### config.mk
export PLATFORM = sky130hd
export DESIGN_NAME = obi_copy_master
export DESIGN_NICKNAME = d
export VERILOG_FILES = /design/src/rtl/obi_copy_master.sv
export SDC_FILE = /design/constraint.sdc
export NUM_CORES = 1
export LEC_CHECK = 0
export CAP_MARGIN = 20
export CORE_ASPECT_RATIO = 0.75
export CORE_MARGIN = 2
export CORE_UTILIZATION = 49
export CTS_CLUSTER_DIAMETER = 80
export DETAILED_ROUTE_END_ITERATION = 6
export GPL_ROUTABILITY_DRIVEN = 0
export PLACE_DENSITY_LB_ADDON = 0.05
export SLEW_MARGIN = 20
export SYNTH_ARGS = -nofsm -noshare
export SYNTH_HDL_FRONTEND = slang
export SYNTH_SLANG_ARGS = --single-unit
### constraint.sdc
create_clock -name clk_i -period 2.2 [get_ports clk_i]
set_input_delay 0.55 -clock clk_i [delete_from_list [all_inputs] [get_ports clk_i]]
set_output_delay 0.55 -clock clk_i [all_outputs]
set_load 0.05 [all_outputs]
### src/rtl/obi_copy_master.sv
// OBI initiator that copies len_i 32-bit words from src_addr_i to dst_addr_i.
// Each word is one read transaction followed by one write transaction, with
// at most one transaction outstanding at any time.
module obi_copy_master #(
   parameter int unsigned ADDR_WIDTH = 32,
   parameter int unsigned LEN_WIDTH  = 16
) (
   input  logic                  clk_i,
   input  logic                  rst_ni,
   input  logic                  start_i,
   input  logic [ADDR_WIDTH-1:0] src_addr_i,
   input  logic [ADDR_WIDTH-1:0] dst_addr_i,
   input  logic [LEN_WIDTH-1:0]  len_i,
   output logic                  busy_o,
   output logic                  done_o,
   output logic                  obi_req_o,
   input  logic                  obi_gnt_i,
   output logic [ADDR_WIDTH-1:0] obi_addr_o,
   output logic                  obi_we_o,
   output logic [3:0]            obi_be_o,
   output logic [31:0]           obi_wdata_o,
   input  logic                  obi_rvalid_i,
   input  logic [31:0]           obi_rdata_i
);

   typedef enum logic [2:0] {
      StIdle,
      StRdReq,
      StRdWait,
      StWrReq,
      StWrWait,
      StFinish
   } state_e;

   state_e                state_q, state_d;
   logic [ADDR_WIDTH-1:0] src_q, src_d;
   logic [ADDR_WIDTH-1:0] dst_q, dst_d;
   logic [LEN_WIDTH-1:0]  cnt_q, cnt_d;
   logic [31:0]           buf_q, buf_d;

   // Full words only.
   assign obi_be_o = 4'hF;

   // State, pointers, remaining word count and data buffer.
   always_ff @(posedge clk_i or negedge rst_ni) begin
      if (!rst_ni) begin
         state_q <= StIdle;
         src_q   <= '0;
         dst_q   <= '0;
         cnt_q   <= '0;
         buf_q   <= '0;
      end else begin
         state_q <= state_d;
         src_q   <= src_d;
         dst_q   <= dst_d;
         cnt_q   <= cnt_d;
         buf_q   <= buf_d;
      end
   end

   // Next-state and Moore outputs; outputs depend on state only, so req falls
   // as soon as the state register is reset.
   always_comb begin
      state_d     = state_q;
      src_d       = src_q;
      dst_d       = dst_q;
      cnt_d       = cnt_q;
      buf_d       = buf_q;
      busy_o      = 1'b0;
      done_o      = 1'b0;
      obi_req_o   = 1'b0;
      obi_we_o    = 1'b0;
      obi_addr_o  = '0;
      obi_wdata_o = '0;

      unique case (state_q)
         StIdle: begin
            if (start_i) begin
               if (len_i != '0) begin
                  src_d   = {src_addr_i[ADDR_WIDTH-1:2], 2'b00};
                  dst_d   = {dst_addr_i[ADDR_WIDTH-1:2], 2'b00};
                  cnt_d   = len_i;
                  state_d = StRdReq;
               end else begin
                  state_d = StFinish;
               end
            end
         end
         StRdReq: begin
            busy_o     = 1'b1;
            obi_req_o  = 1'b1;
            obi_addr_o = src_q;
            if (obi_gnt_i) state_d = StRdWait;
         end
         StRdWait: begin
            busy_o = 1'b1;
            if (obi_rvalid_i) begin
               buf_d   = obi_rdata_i;
               state_d = StWrReq;
            end
         end
         StWrReq: begin
            busy_o      = 1'b1;
            obi_req_o   = 1'b1;
            obi_we_o    = 1'b1;
            obi_addr_o  = dst_q;
            obi_wdata_o = buf_q;
            if (obi_gnt_i) state_d = StWrWait;
         end
         StWrWait: begin
            busy_o = 1'b1;
            if (obi_rvalid_i) begin
               // Pointers wrap naturally at 2^ADDR_WIDTH.
               src_d   = src_q + ADDR_WIDTH'(4);
               dst_d   = dst_q + ADDR_WIDTH'(4);
               cnt_d   = cnt_q - LEN_WIDTH'(1);
               state_d = (cnt_q == LEN_WIDTH'(1)) ? StFinish : StRdReq;
            end
         end
         StFinish: begin
            done_o  = 1'b1;
            state_d = StIdle;
         end
         default: state_d = StIdle;
      endcase
   end

endmodule

==> results of run 1 <==
## per-stage QoR
stage	hold slack [ns]	std cells	utilization, %	setup TNS (ns)	power, mW
finish	0.173	1163	76.4	-0.0101	15.5
global route	0.207	1163	76.4	-0.309	16.3
CTS	0.191	1156	74.6	-0.118	15.0
global placement	0.482	1140	71.9	-22.04	12.8
floorplan	0.254	803	-	-0.212	9.24
detailed placement	0.487	1140	71.9	-24.04	13.1
## kinds of logic (layout without fill, tap and decap cells)
group / Yosys count / in the layout
AND/OR/NAND/NOR: 286 / 286
XOR/XNOR: 2 / 2
adder cells (fa/ha/maj): 4 / 4
multiplexers: 64 / 64
buffers and inverters: 81 / 265
other: 2 / 7
AO/OA/AOI/OAI: 249 / 249
flip-flops: 111 / 111
## sequential cells by signal (all words and copies together), names as in the netlist
name	cells
state_q	3
src_q	30
buf_q	32
dst_q	30
cnt_q	16
## power by group
part / switching (mW) / internal (mW) / total, mW / leakage, nW
combinational: 5.07 / 4.40 / 9.47 / 2.76
clock: 0.746 / 1.03 / 1.77 / 0.149
sequential: 1.22 / 3.05 / 4.28 / 1.29
## synthesized netlist by cell type (3+ instances only)
master     number  area, sq um
nand2_1        59          221
a22oi_1         8         60.1
nand3_1        37          185
nor2_1         76          285
clkbuf_1       34          128
ha_1            4         50.1
a41o_1          3         30.0
buf_2          18         90.1
mux2i_1        32          320
o31a_1          3         26.3
nor3_1         16         80.1
a32oi_1         5         43.8
nand2b_1        5         31.3
o21ai_1         3         15.0
o22ai_1        28          175
a21oi_1        78          390
and3_1         41          257
o2bb2ai_1       5         43.8
buf_1           6         22.5
o21ai_0        67          335
mux2_2         32          360
or3_1           6         37.5
nor4_1         10         62.6
a31oi_1        11         68.8
dfrtp_1       111         2780
a2bb2oi_1      26          228
inv_1          13         48.8
buf_4          10         75.1
nor4_4          3         63.8
nor4_2          3         37.5
nand4_1        18          113
## worst reg2reg max path: cells and delay by family (launching register included)
kind	cells	cell delay, ns
and+or+nand+nor	3	0.94
AOI/OAI and AO/OA	2	0.33
DFF	1	0.46
buffers and inverters	1	0.25
## placed cells by master (no fill, tap or decap), types with 14 or more instances in the layout
cell type        netlist  routed
clkdlybuf4s50_1        0     111
dfrtp_1              111     109
a21oi_1               78      78
buf_12                 0      76
o21ai_0               67      67
nand2_1               59      57
nor2_1                76      45
buf_4                 10      43
nand3_1               37      37
and3_1                41      33
mux2_2                32      32
o22ai_1               28      28
a2bb2oi_1             26      26
nor2_2                 0      24
mux2i_1               32      24
nand4_1               18      18
nor3_1                16      14
## final cells by class
type	count	area (sq um)
fill	944	3250
timing repair buffer	237	3090
clock inverter	3	67.6
inverter	13	51.3
sequential	111	2780
clock buffer	12	246
antenna	1	2.50
tap	175	219
multi-input combinational	611	4050
## repair_timing
item / CTS / global route
setup endpoints to repair: 39 / 106
buffers inserted: 0 / 3
hold endpoints to repair: 0 / 0
hold buffers: 0 / 0
gates cloned: 1 / 3
gates resized for setup: 9 / 29
pin swaps: 0 / 2
## path summary, 6_finish.rpt
| check | to | slack (ns) | cells after the start |
|---|---|---|---|
| setup / recovery | src_q[22] | -0.01 | 7 |
| setup reg to reg | src_q[26] | 0.09 | 6 |
| max in group asynchronous | src_q[14] | 1.33 | 2 |
| hold / removal | buf_q[2] | 0.17 | 1 |
| min in group clk_i | buf_q[11] | 0.50 | 1 |
| hold reg to reg | buf_q[11] | 0.50 | 1 |
## per-layer routing
metal  GRT usage (%)  share of wire, %  vias to the layer above  routed length (um)
met2            45.3                46                      415               10300
met5               0                 0                        -                   0
met4            8.64               2.0                        0                 445
li1                -                 -                     3333                   -
met3            6.12               8.8                       38                1980
met1            41.3                43                     3469                9800
==> results.md, run 1 <==
- Violated checks: setup timing
- Initial core utilization: 50.2%
- Maximum clock rate: 452 MHz
- Post-synth EDFFs: 0
- Initial antenna violation count: 1
- CP Buf/Inv Count: 3
- Clk_skew: 0.00693 ns
- Critical path's largest stage delay: 0.48 ns
- CP max-delay cell: or3_1
- Critical path, cell by cell: clkdlybuf4s50_1, or3_1, o31ai_4, buf_4, buf_12, nor2_1, a2bb2oi_1
- Leakage power: 4.20 nW
- Dpl cell area: 9890 sq um
- CTS sink count: 111
- Cts bufs inserted: 9
- Synth Area in Compound Gates: 22.1%
- Synth Warn #: 0
- Core area: 13700 sq um
- FFs w/ async S/R, synth: 100%
- CP Class: in -> reg
- Worst Hold Class: in -> async
- Vias/cell: 6.24
- Main synth FF type: dfrtp_1
- MaxCap Viol Count: 0
- Pre-CTS setup slack: -0.377 ns
- Finished Cell Area: 10500 sq um
- Post-route ant nets: 0
- Area grow syn2layout: 52.2%
- Chip height: 107 um
- Min Clock Period, post-route: 2.21 ns
- Max Root-Sink Buffers: 2
- Die Width: 141 um
- I/O Pins: 189
- Initial DRC count: 676
- Clock slew at reported path FFs: 0.07 ns
- RSZ-0062 raised after global routing: yes
- Via count: 7255
- DR WL/cell: 19.4 um
- Mux cell area share after synthesis: 9.86%
- Share of layout cells above drive strength 1: 24.7%
- Post-Synthesis Cell Area: 6900 sq um
- Worst ir drop on vdd: 1.04 mV
- Synthesized flop and latch total: 111
- Status: finished, violations left
- Final Cycle Share: 100%
- Worst-margin pin slew: 0.534 ns
- Global-route wire length before repair: 35.1 mm
- Sequential area share after synthesis: 40.3%
- Post-Synth Adder-Cell Area: 0.725%
- PnR worst setup slack: -0.0101 ns
- Htree depth: 3
- Post-synthesis xor/xnor area fraction: 0.254%
- # rows: 37
- CTS tree: built
- Final wirelength: 22.6 mm
- Post-synthesis simple-gate area fraction: 21.4%
- Pins Over Slew Limit: 0
- CP max FO: 29
- Die ar.: 15100 sq um
- Largest net degree at the start of global routing: 59
- Main combinational cell family by area after synthesis: compound AO/OA/AOI/OAI gates
- Post-detail-place hpwl: 15.4 mm
- Iteration count of the initial detailed-routing pass: 5
- Syn avg cell area: 8.64 sq um
- Final Setup Violations: 1
- Worst setup path startpoint: len_i[2]
- Crit. End Element: flop
- Nets: 1104
- Vias in the first global route: 6905
- Relative slew slack: 64.1%
- IO Port Bufs: 178
- Crit path required time: 2.41 ns
- Grt total ovfl: 0
- Post-synth cell types: 51
- Clk root buf: clkbuf_16
- Worst path top cell family by delay: buffers and inverters
- Data arrival, critical path: 2.42 ns
- Startpoint types: primary input
- Mapped Cells: 799
- Final Hold Vio Count: 0
- Cell Pwr Density: 1480 nW/um^2
- Residual DRC count: 0
- FF-to-FF Start: src_q[8]
- Worst-skew pair later-pin latency: 0.35 ns
- Gr usage total: 29.1%
No activity file was read; power rests on OpenSTA's default activity.
==> run 2: changes to the inputs <==
--- a/config.mk
+++ b/config.mk
@@ -6,7 +6,6 @@
 export NUM_CORES = 1
 export LEC_CHECK = 0
 export CAP_MARGIN = 20
-export CORE_ASPECT_RATIO = 0.75
 export CORE_MARGIN = 2
 export CORE_UTILIZATION = 49
 export CTS_CLUSTER_DIAMETER = 80
==> results.md, run 2 (synthesis gave the netlist of run 1 again) <==
- Status: finished clean
- CP max FO: 24 (-17%)
- CP max-delay cell: dfrtp_2
- CP most frequent cell: buf_12
- Worst-skew pair later-pin latency: 0.36 ns (about the same)
- Final Hold Vio Count: 0 (unchanged)
- Maximum clock rate: 464 MHz (+2.5%)
- Leakage power: 4.18 nW (-0.49%)
- Initial antenna violation count: 0 (-1)
- ANT cells: 0 (-1)
- Switching power: 6.91 mW (-1.8%)
- Most common cell after layout, fill and taps aside: clkdlybuf4s50_1
- Largest net degree at the start of global routing: 48 (-19%)
- Data arrival, critical path: 1.61 ns (-0.81 ns)
- Grt total ovfl: 0 (unchanged)
- Top Registers: buf_q: 32 flops, dst_q: 30 flops, src_q: 30 flops
- PnR worst setup slack: 0.0444 ns (+0.0545 ns)
- Finished Cell Area: 10400 sq um (-0.99%)
- Chip height: 123 um (+15%)
- Initial DRC count: 696 (+3.0%)
- Clock power share: 11.3% (about the same)
- Core area: 13800 sq um (+0.56%)
- Htree depth: 3 (unchanged)
- Routed length on met2: 10.6 mm (+2.2%)
- Max Root-Sink Buffers: 2 (unchanged)
- P_int: 8.28 mW (-2.4%)
- Clk root buf: clkbuf_16
- # rows: 43 (+16%)
- Die Width: 123 um (-13%)
- Vias in the first global route: 6594 (-4.5%)
- Post-route ant nets: 0 (unchanged)
- Comb pwr share: 60.8% (-0.2 points)
- Total Power: 15.2 mW (-2.1%)
- Share of layout cells above drive strength 1: 23.9% (-0.84 points)
- Min Clock Period, post-route: 2.16 ns (-0.0545 ns)
- CTS sink count: 111 (unchanged)
- Area grow syn2layout: 50.7%
- CTS tree: built
- Biggest register: buf_q
- Relative slew slack: 59.0% (-5.1 points)
- IO Port Bufs: 178 (unchanged)
- Worst ir drop on vdd: 0.890 mV (-15%)
- CP Class: reg -> out
- DR WL met3: 1.53 mm (-23%)
- Pre-CTS setup slack: -0.309 ns (+0.0676 ns)
- Clock slew at reported path FFs: 0.08 ns (about the same)
- Worst Hold Class: in -> async
- Number of flip-flops in the largest register: 32 (unchanged)
- Top layer used by detailed routing: met4
- Crit path required time: 1.65 ns (-0.76 ns)
- Cell Pwr Density: 1460 nW/um^2 (-1.2%)
- Final wirelength: 21.5 mm (-4.6%)
- Setup tns final: 0 ns (+0.0101 ns)
- Nets: 1100 (-0.36%)
- Cts bufs inserted: 9 (unchanged)
- Final Setup Violations: 0 (-1)
- Sw frac: 45.5% (+0.16 points)
- Startpoint types: flop
- Via count: 7108 (-2.0%)
- Worst-margin pin slew: 0.610 ns (+0.0762 ns)
- Critical path, cell by cell: buf_12, mux2i_1, nor2_4, buf_12
- Post-detail-place hpwl: 15.0 mm (-2.6%)
- Vias/cell: 6.11 (-2.1%)
- M1 WL: 8.95 mm (-8.7%)
- Initial core utilization: 49.9% (-0.28 points)
- Sequential power share: 27.9% (+0.3 points)
- RSZ-0062 raised after global routing: yes
- I/O Pins: 189 (unchanged)
- Die ar.: 15000 sq um (about the same)
- Dpl cell area: 9890 sq um (about the same)
- Final Cycle Share: 98.0% (-2.5 points)
- Gr usage total: 28.0% (-1.2 points)
- Crit. End Element: output pin
- Most frequent cells in the layout: 111 x clkdlybuf4s50_1, 109 x dfrtp_1, 78 x a21oi_1, 78 x buf_12, 67 x o21ai_0
- DR WL/cell: 18.5 um (-4.7%)
- Clk_skew: 0.00750 ns (+0.000575 ns)
- MaxCap Viol Count: 0 (unchanged)
- Iteration count of the initial detailed-routing pass: 5 (unchanged)
- Pins Over Slew Limit: 0 (unchanged)
- Critical path's largest stage delay: 0.46 ns (-0.02 ns)
- Global-route wire length before repair: 33.1 mm (-5.8%)
- Residual DRC count: 0 (unchanged)
run 2: cell count changes in the layout (fill, tap and decap cells not counted), sizes merged:
cell | before | now
buf | 122 | 119
bufinv | 2 | 1
clkbuf | 16 | 14
inv | 13 | 14
clkinv | 0 | 2
diode | 1 | 0
run 2: worst max-delay path, delay by kind of cell (launching register included):
kind	cells	cell delay [ns]
mux	1	0.32
buf+inv	2	0.39
flops	1	0.46
simple gates	1	0.06
run 2: final cells by class:
class | count | area (sq um)
multi-input cells | 611 | 3980
fillers | 939 | 3430
repair buffers | 233 | 3060
flip-flops and latches | 111 | 2780
clock buffers | 11 | 243
well taps | 180 | 225
clock inverters | 5 | 66.3
inverters | 13 | 51.3
run 2: power groups by stage:
stage               registers [mW]  logic, mW  clock network (mW)
global route                  4.38       9.80                1.83
finish                        4.23       9.23                1.72
detailed placement            4.20       8.89                   0
global placement              4.10       8.69                   0
floorplan                     3.81       5.43                   0
CTS                           4.16       8.95                1.75
run 2: stage by stage:
stage / instances / util [%] / hold slack, ns
floorplan: 803 / - / 0.254
global placement: 1143 / 71.6 / 0.481
detailed placement: 1143 / 71.6 / 0.487
CTS: 1159 / 73.9 / 0.127
global route: 1164 / 75.2 / 0.154
finish: 1164 / 75.2 / 0.124
run 2: path summary, 6_finish.rpt:
check / start / to / slack (ns) / depth (start not counted)
worst max-delay path: state_q[1] / obi_addr_o[25] / 0.04 / 4
worst min-delay path: rst_ni / buf_q[10] / 0.12 / 1
min in group clk_i: buf_q[25] / buf_q[25] / 0.50 / 1
worst min register to register: buf_q[25] / buf_q[25] / 0.50 / 1
worst max register to register: state_q[0] / cnt_q[14] / 0.16 / 5
max in group asynchronous: rst_ni / src_q[15] / 1.42 / 2
run 2: timing repair:
item                       4_1_cts  5_1_grt
buffers inserted                 0        2
gates cloned                     0        3
hold buffers                     0        0
hold endpoints to repair         0        0
setup endpoints to repair       62      124
gates resized for setup          6       20
pin swaps                        0        1
run 2: layer usage:
layer / GRT usage, % / vias up
met5: 0 / -
met4: 12.0 / 0
met3: 4.23 / 42
met2: 45.8 / 360
met1: 36.8 / 3382
li1: - / 3324
